File: src/rtl/imm_extend_pipe.sv
// Registered immediate-extension stage (sign/zero/upper/branch) with valid/ready handshake.
// Define IMM_EXT_SKID_EN for the 2-entry skid build with a registered in_ready.
module imm_extend_pipe #(
  parameter int unsigned IN_W  = 16,
  parameter int unsigned OUT_W = 32
) (
  input  logic             clk,
  input  logic             rst_n,
  input  logic             in_valid,
  output logic             in_ready,
  input  logic [IN_W-1:0]  data_in,
  input  logic [1:0]       mode,
  output logic             out_valid,
  input  logic             out_ready,
  output logic [OUT_W-1:0] data_out
);

  localparam int unsigned PadW = OUT_W - IN_W;

  function automatic logic [OUT_W-1:0] extend(input logic [IN_W-1:0] d, input logic [1:0] m);
    logic [OUT_W-1:0] sext;
    sext = {{PadW{d[IN_W-1]}}, d};
    unique case (m)
      2'b00:   extend = sext;
      2'b01:   extend = {{PadW{1'b0}}, d};
      2'b10:   extend = {d, {PadW{1'b0}}};
      default: extend = {sext[OUT_W-3:0], 2'b00};
    endcase
  endfunction

  logic [OUT_W-1:0] ext_res;
  logic             accept;
  logic             drain;
  logic             out_valid_q;
  logic [OUT_W-1:0] data_q;

  assign ext_res   = extend(data_in, mode);
  assign accept    = in_valid & in_ready;
  assign drain     = out_valid_q & out_ready;
  assign out_valid = out_valid_q;
  assign data_out  = data_q;

`ifdef IMM_EXT_SKID_EN

  typedef enum logic [1:0] {StEmpty, StOne, StTwo} state_e;

  state_e           state_q;
  logic             in_ready_q;
  logic [OUT_W-1:0] skid_q;

  assign in_ready = in_ready_q;

  // in_ready is a pure register: low exactly while both entries are full.
  always_ff @(posedge clk or negedge rst_n) begin
    if (!rst_n) begin
      state_q     <= StEmpty;
      out_valid_q <= 1'b0;
      in_ready_q  <= 1'b1;
      data_q      <= '0;
      skid_q      <= '0;
    end else begin
      case (state_q)
        StEmpty: begin
          if (accept) begin
            data_q      <= ext_res;
            out_valid_q <= 1'b1;
            state_q     <= StOne;
          end
        end
        StOne: begin
          if (accept && !drain) begin
            skid_q     <= ext_res;
            in_ready_q <= 1'b0;
            state_q    <= StTwo;
          end else if (accept && drain) begin
            data_q <= ext_res;
          end else if (drain) begin
            out_valid_q <= 1'b0;
            state_q     <= StEmpty;
          end
        end
        StTwo: begin
          if (drain) begin
            data_q     <= skid_q;
            in_ready_q <= 1'b1;
            state_q    <= StOne;
          end
        end
        default: begin
          state_q     <= StEmpty;
          out_valid_q <= 1'b0;
          in_ready_q  <= 1'b1;
        end
      endcase
    end
  end

`else

  assign in_ready = ~out_valid_q | out_ready;

  // data_q only loads on accept, so it holds its last value once drained.
  always_ff @(posedge clk or negedge rst_n) begin
    if (!rst_n) begin
      out_valid_q <= 1'b0;
      data_q      <= '0;
    end else if (accept) begin
      out_valid_q <= 1'b1;
      data_q      <= ext_res;
    end else if (drain) begin
      out_valid_q <= 1'b0;
    end
  end

`endif

endmodule

File: config.mk
export PLATFORM = sky130hd
export DESIGN_NAME = imm_extend_pipe
export DESIGN_NICKNAME = d
export VERILOG_FILES = /design/src/rtl/imm_extend_pipe.sv
export SDC_FILE = /design/constraint.sdc
export NUM_CORES = 1
export LEC_CHECK = 0
export BUFFER_PORTS_ARGS = -buffer_cell sky130_fd_sc_hd__buf_4
export CAP_MARGIN = 15
export CORE_UTILIZATION = 35
export CTS_CLUSTER_DIAMETER = 120
export DETAILED_ROUTE_END_ITERATION = 7
export PLACE_DENSITY = 0.69
export SLEW_MARGIN = 20
export SYNTH_ARGS = -nofsm -noshare
export SYNTH_HDL_FRONTEND = slang
export SYNTH_SLANG_ARGS = --single-unit
File: constraint.sdc
create_clock -name clk -period 1.6 [get_ports clk]
set_input_delay 0.4 -clock clk [delete_from_list [all_inputs] [get_ports clk]]
set_output_delay 0.4 -clock clk [all_outputs]
set_load 0.01 [all_outputs]
* After elaboration in Yosys (flattened, before gate mapping)
Index checks and enable logic that the tools add are counted.
** Storage, ports and cells
- Bits in latches :: 0
- Word-level logic and storage cells :: 13
- Flip-flop bits (word level) :: 33
- Memory bits (read-only) :: 0
- Memory bits (writable) :: 0
- Memories kept :: 0
** Cells by class
- Equal/unequal tests :: 2
- $mul :: 0
- Reductions and logical operators :: 2
- $add $sub $neg :: 0
- Bitwise operators :: 4
- Divide/modulo/power cells :: 0
- Order comparisons :: 0
- Shift-type cells :: 0
- Muxes and demuxes :: 3
** Operators by type and width (number)
- $pmux W32 S3 :: 1
- $and A1 B1 Y1 :: 2
- $eq A2 B1 Y1 const B :: 1
- $eq A2 B2 Y1 const B :: 1
- $logic_not A2 Y1 :: 1
- $mux W1 :: 2
- $reduce_bool A2 Y1 :: 1
- $not A1 Y1 :: 1
- $or A1 B1 Y1 :: 1

* Longest topological paths before layout
- Depth in word-level cells :: 4
- Mapped depth :: 6
- Mapped depth without buffers :: 4

* Worst setup path after synthesis
OpenSTA, ideal clock, no wires.
- Kind :: register -> output
- From :: register out_valid_q, in the netlist out_valid
- To :: output port in_ready
- Path slack :: 0.271 ns
- Cell stages (with the launch flop) :: 5
- Arrival :: 0.929 ns
- Required time :: 1.200 ns
- Cell sequence :: dfrtp_1 -> nor2b_1 -> buf_6 -> inv_2 -> buf_4
** Between the ends
- Longest elaborated chain between the ends :: 2
** RTL lines
- from (decl) :: RTL line 34 : logic out_valid_q;
- from (signal assigned) :: RTL line 105 : out_valid_q <= 1'b0;
- from (signal assigned) :: RTL line 108 : out_valid_q <= 1'b1;
- from (signal assigned) :: RTL line 111 : out_valid_q <= 1'b0;
- $not A1 Y1 :: RTL line 100 : assign in_ready = ~out_valid_q | out_ready;
- $or A1 B1 Y1 :: RTL line 100
- to (decl) :: RTL line 10 : output logic in_ready,
Every way passes these cells.

* Final worst setup path
Same ends and word-level chain as after synthesis.

==> flow_summary.ini <==
[outcome]
outcome = completed

[sta]
period_share = 0.943
finClkSkew_ns = 0.00549
tightest_slew_ns = 0.617
slew_viol_final = 0
setup-violations-final = 0
max_freq_mhz = 663
worst_slack_ns = 0.0919
fin_crit_ns = 1.51
final_hold_viol_count = 0
rsz0062_at_grt = no
relSlewSlack = 0.588

[die]
ios = 56
num_rows = 24
die_w_um = 70.7
die_h_um = 70.7
initial_core_util = 0.372
dieArea_mm2 = 0.00500
fp.coreArea_mm2 = 0.00444

[cts]
cts_buffer_depth = 2
htree_levels = 2
cts_root_buf = clkbuf_8
cts_sinks = 33
cts_buffers = 5
clk_latency_ns = 0.28
cts_hold_buf = 0
cts_tree = done
clkTransAtPathRegs_ns = 0.07

[synthesis]
ys_seq_area_frac = 0.500
synth_edf_count = 0
syn_inst = 168
synth_seq_cells = 33
yosysWarnings = 0
ys.flop_type = dfrtp_1
avgSynthCellArea_um2 = 9.84
syn_area_mm2 = 0.00165
syn_nets = 190
yosysUniqueCellTypes = 23
async_flop_share = 1.00

[global_routing]
grt_pass1_vias = 1405
antenna_found_initial = 0
grt_usage = 0.182
grt_pass1_wl_mm = 7.09
gr-total-overflow = 0
grt_start_max_net_pins = 34

[critical_path]
path_max_fanout = 7
path_class = reg -> out
end_kind = primary output
cp-start-kind = register
reg2reg_depth = 4
crit_required_ns = 1.20
critPathArrivalTime_ns = 1.11

[detailed_routing]
ant_nets = 0
drt_iter0_markers = 89
drtPass1Iterations = 4
drc = 0
wl_mm = 4.22
drt-vias-per-instance = 5.01
via_count = 1374
wl_per_cell_um = 15.4

[power_and_ir_drop]
finalPower_w = 0.00233
max-vdd-ir-drop_mv = 0.525
powerDensity_mw_per_mm2 = 1060
leakage_nw = 0.984

[layout]
final_cells = 274
area_delta_synth_final_pct = 32.6
nets = 243
utilization = 0.493
n_antenna_cell = 0
layout-drive-gt1-share = 0.342
fill_cells = 435

[min_path]
min_path_type = in -> async

[place]
gp_congestion = 0.765
dp.cells = 265
dp_hpwl_mm = 2.97
dp_slack_ns = -0.106
portBuffers = 55

[job]
maxCapViolCount = 0
[Yosys cell counts (all sizes together) (2+ instances only)]
| master | instances | area, µm² |
|---|---|---|
| a21oi | 44 | 220 |
| dfrtp | 33 | 826 |
| nor2b | 27 | 171 |
| o21ai | 17 | 85.1 |
| a2bb2oi | 14 | 123 |
| buf | 13 | 93.8 |
| inv | 5 | 18.8 |
| and2 | 2 | 12.5 |
| and2b | 2 | 15.0 |
| clkbuf | 2 | 8.75 |
| nand2 | 2 | 7.51 |
| o41ai | 2 | 17.5 |
[worst paths after layout]
kind | startpoint | slack [ns] | endpoint
worst max-delay path | out_valid | 0.09 | in_ready
worst min-delay path | rst_n | 0.04 | data_out[26]
worst max register to register | out_valid | 0.15 | data_out[24]
worst min register to register | data_out[31] | 0.51 | data_out[31]
max in group asynchronous | rst_n | 1.26 | data_out[25]
min in group clk | data_in[0] | 0.41 | data_out[0]
[critical path, stage by stage, from the launching register on]
cell	delay, ns
dfrtp_1	0.35
nor2b_4	0.16
buf_6	0.14
inv_2	0.04
buf_4	0.13
[logic make-up (layout without fill, tap and decap cells)]
logic type      after synthesis  count (layout)  share of synthesized area
compound gates               80              80                      0.291
flops                        33              33                      0.500
mux                           1               1                    0.00681
simple gates                 34              34                      0.129
buf+inv                      20              74                     0.0734
[registers in the layout (all words and copies together), names as in the netlist]
| register | flops |
|---|---|
| data_out | 32 |
| out_valid | 1 |
[where the power goes]
part / switching, W / internal (W)
logic: 0.000286 / 0.000316
clock network: 0.000306 / 0.000389
registers: 0.0000753 / 0.000956
[metrics by stage]
step / cell area (µm²) / TNS [ns] / hold WS (ns)
after floorplan: 1650 / 0 / 0.104
after global placement: 2070 / -1.59 / 0.360
after detailed placement: 2070 / -2.09 / 0.367
after CTS: 2180 / 0 / 0.0559
after global routing: 2190 / 0 / 0.0687
final: 2190 / 0 / 0.0440
[repair_timing]
action,in CTS,in global routing
setup endpoints to repair,30,1
hold endpoints to repair,0,0
resized for setup,4,0
buffers inserted,0,1
[final cells by class]
class | instances | area (µm²) | area share
sequential | 33 | 826 | 0.377
multi-input combinational | 115 | 718 | 0.328
timing repair buffer | 61 | 462 | 0.211
clock buffer | 7 | 96.3 | 0.0440
tap | 52 | 65.1 | 0.0297
inverter | 5 | 18.8 | 0.00857
clock inverter | 1 | 5.00 | 0.00228
[cells in the final DEF, fill, tap and decap left out]
cell type  netlist  layout
buf_6            3       1
nor2b_4          0       1
and2b_1          2       2
o21ai_0         16      16
o41ai_1          2       2
dfrtp_1         33      33
nor2b_2          1       1
and2_1           2       2
inv_2            2       2
nor2_4           0       1
a211oi_4         1       1
a2bb2oi_1       14      14
nor2b_1         26      25
a21oi_1         44      44
o21ai_1          1       1
mux2_2           1       1
clkbuf_8         0       7
clkinv_2         0       1
nand2_1          2       2
buf_4            4      60
o2111ai_1        1       1
inv_1            3       3
a22oi_1          1       1
[routing by layer]
layer | track usage | part of all wire | up-vias
li1 | - | - | 696
met1 | 0.246 | 0.46 | 637
met2 | 0.290 | 0.49 | 37
met3 | 0.0413 | 0.043 | 4
met4 | 0.0644 | 0.010 | 0
met5 | 0 | 0 | -
No activity file was read; power rests on OpenSTA's default activity.
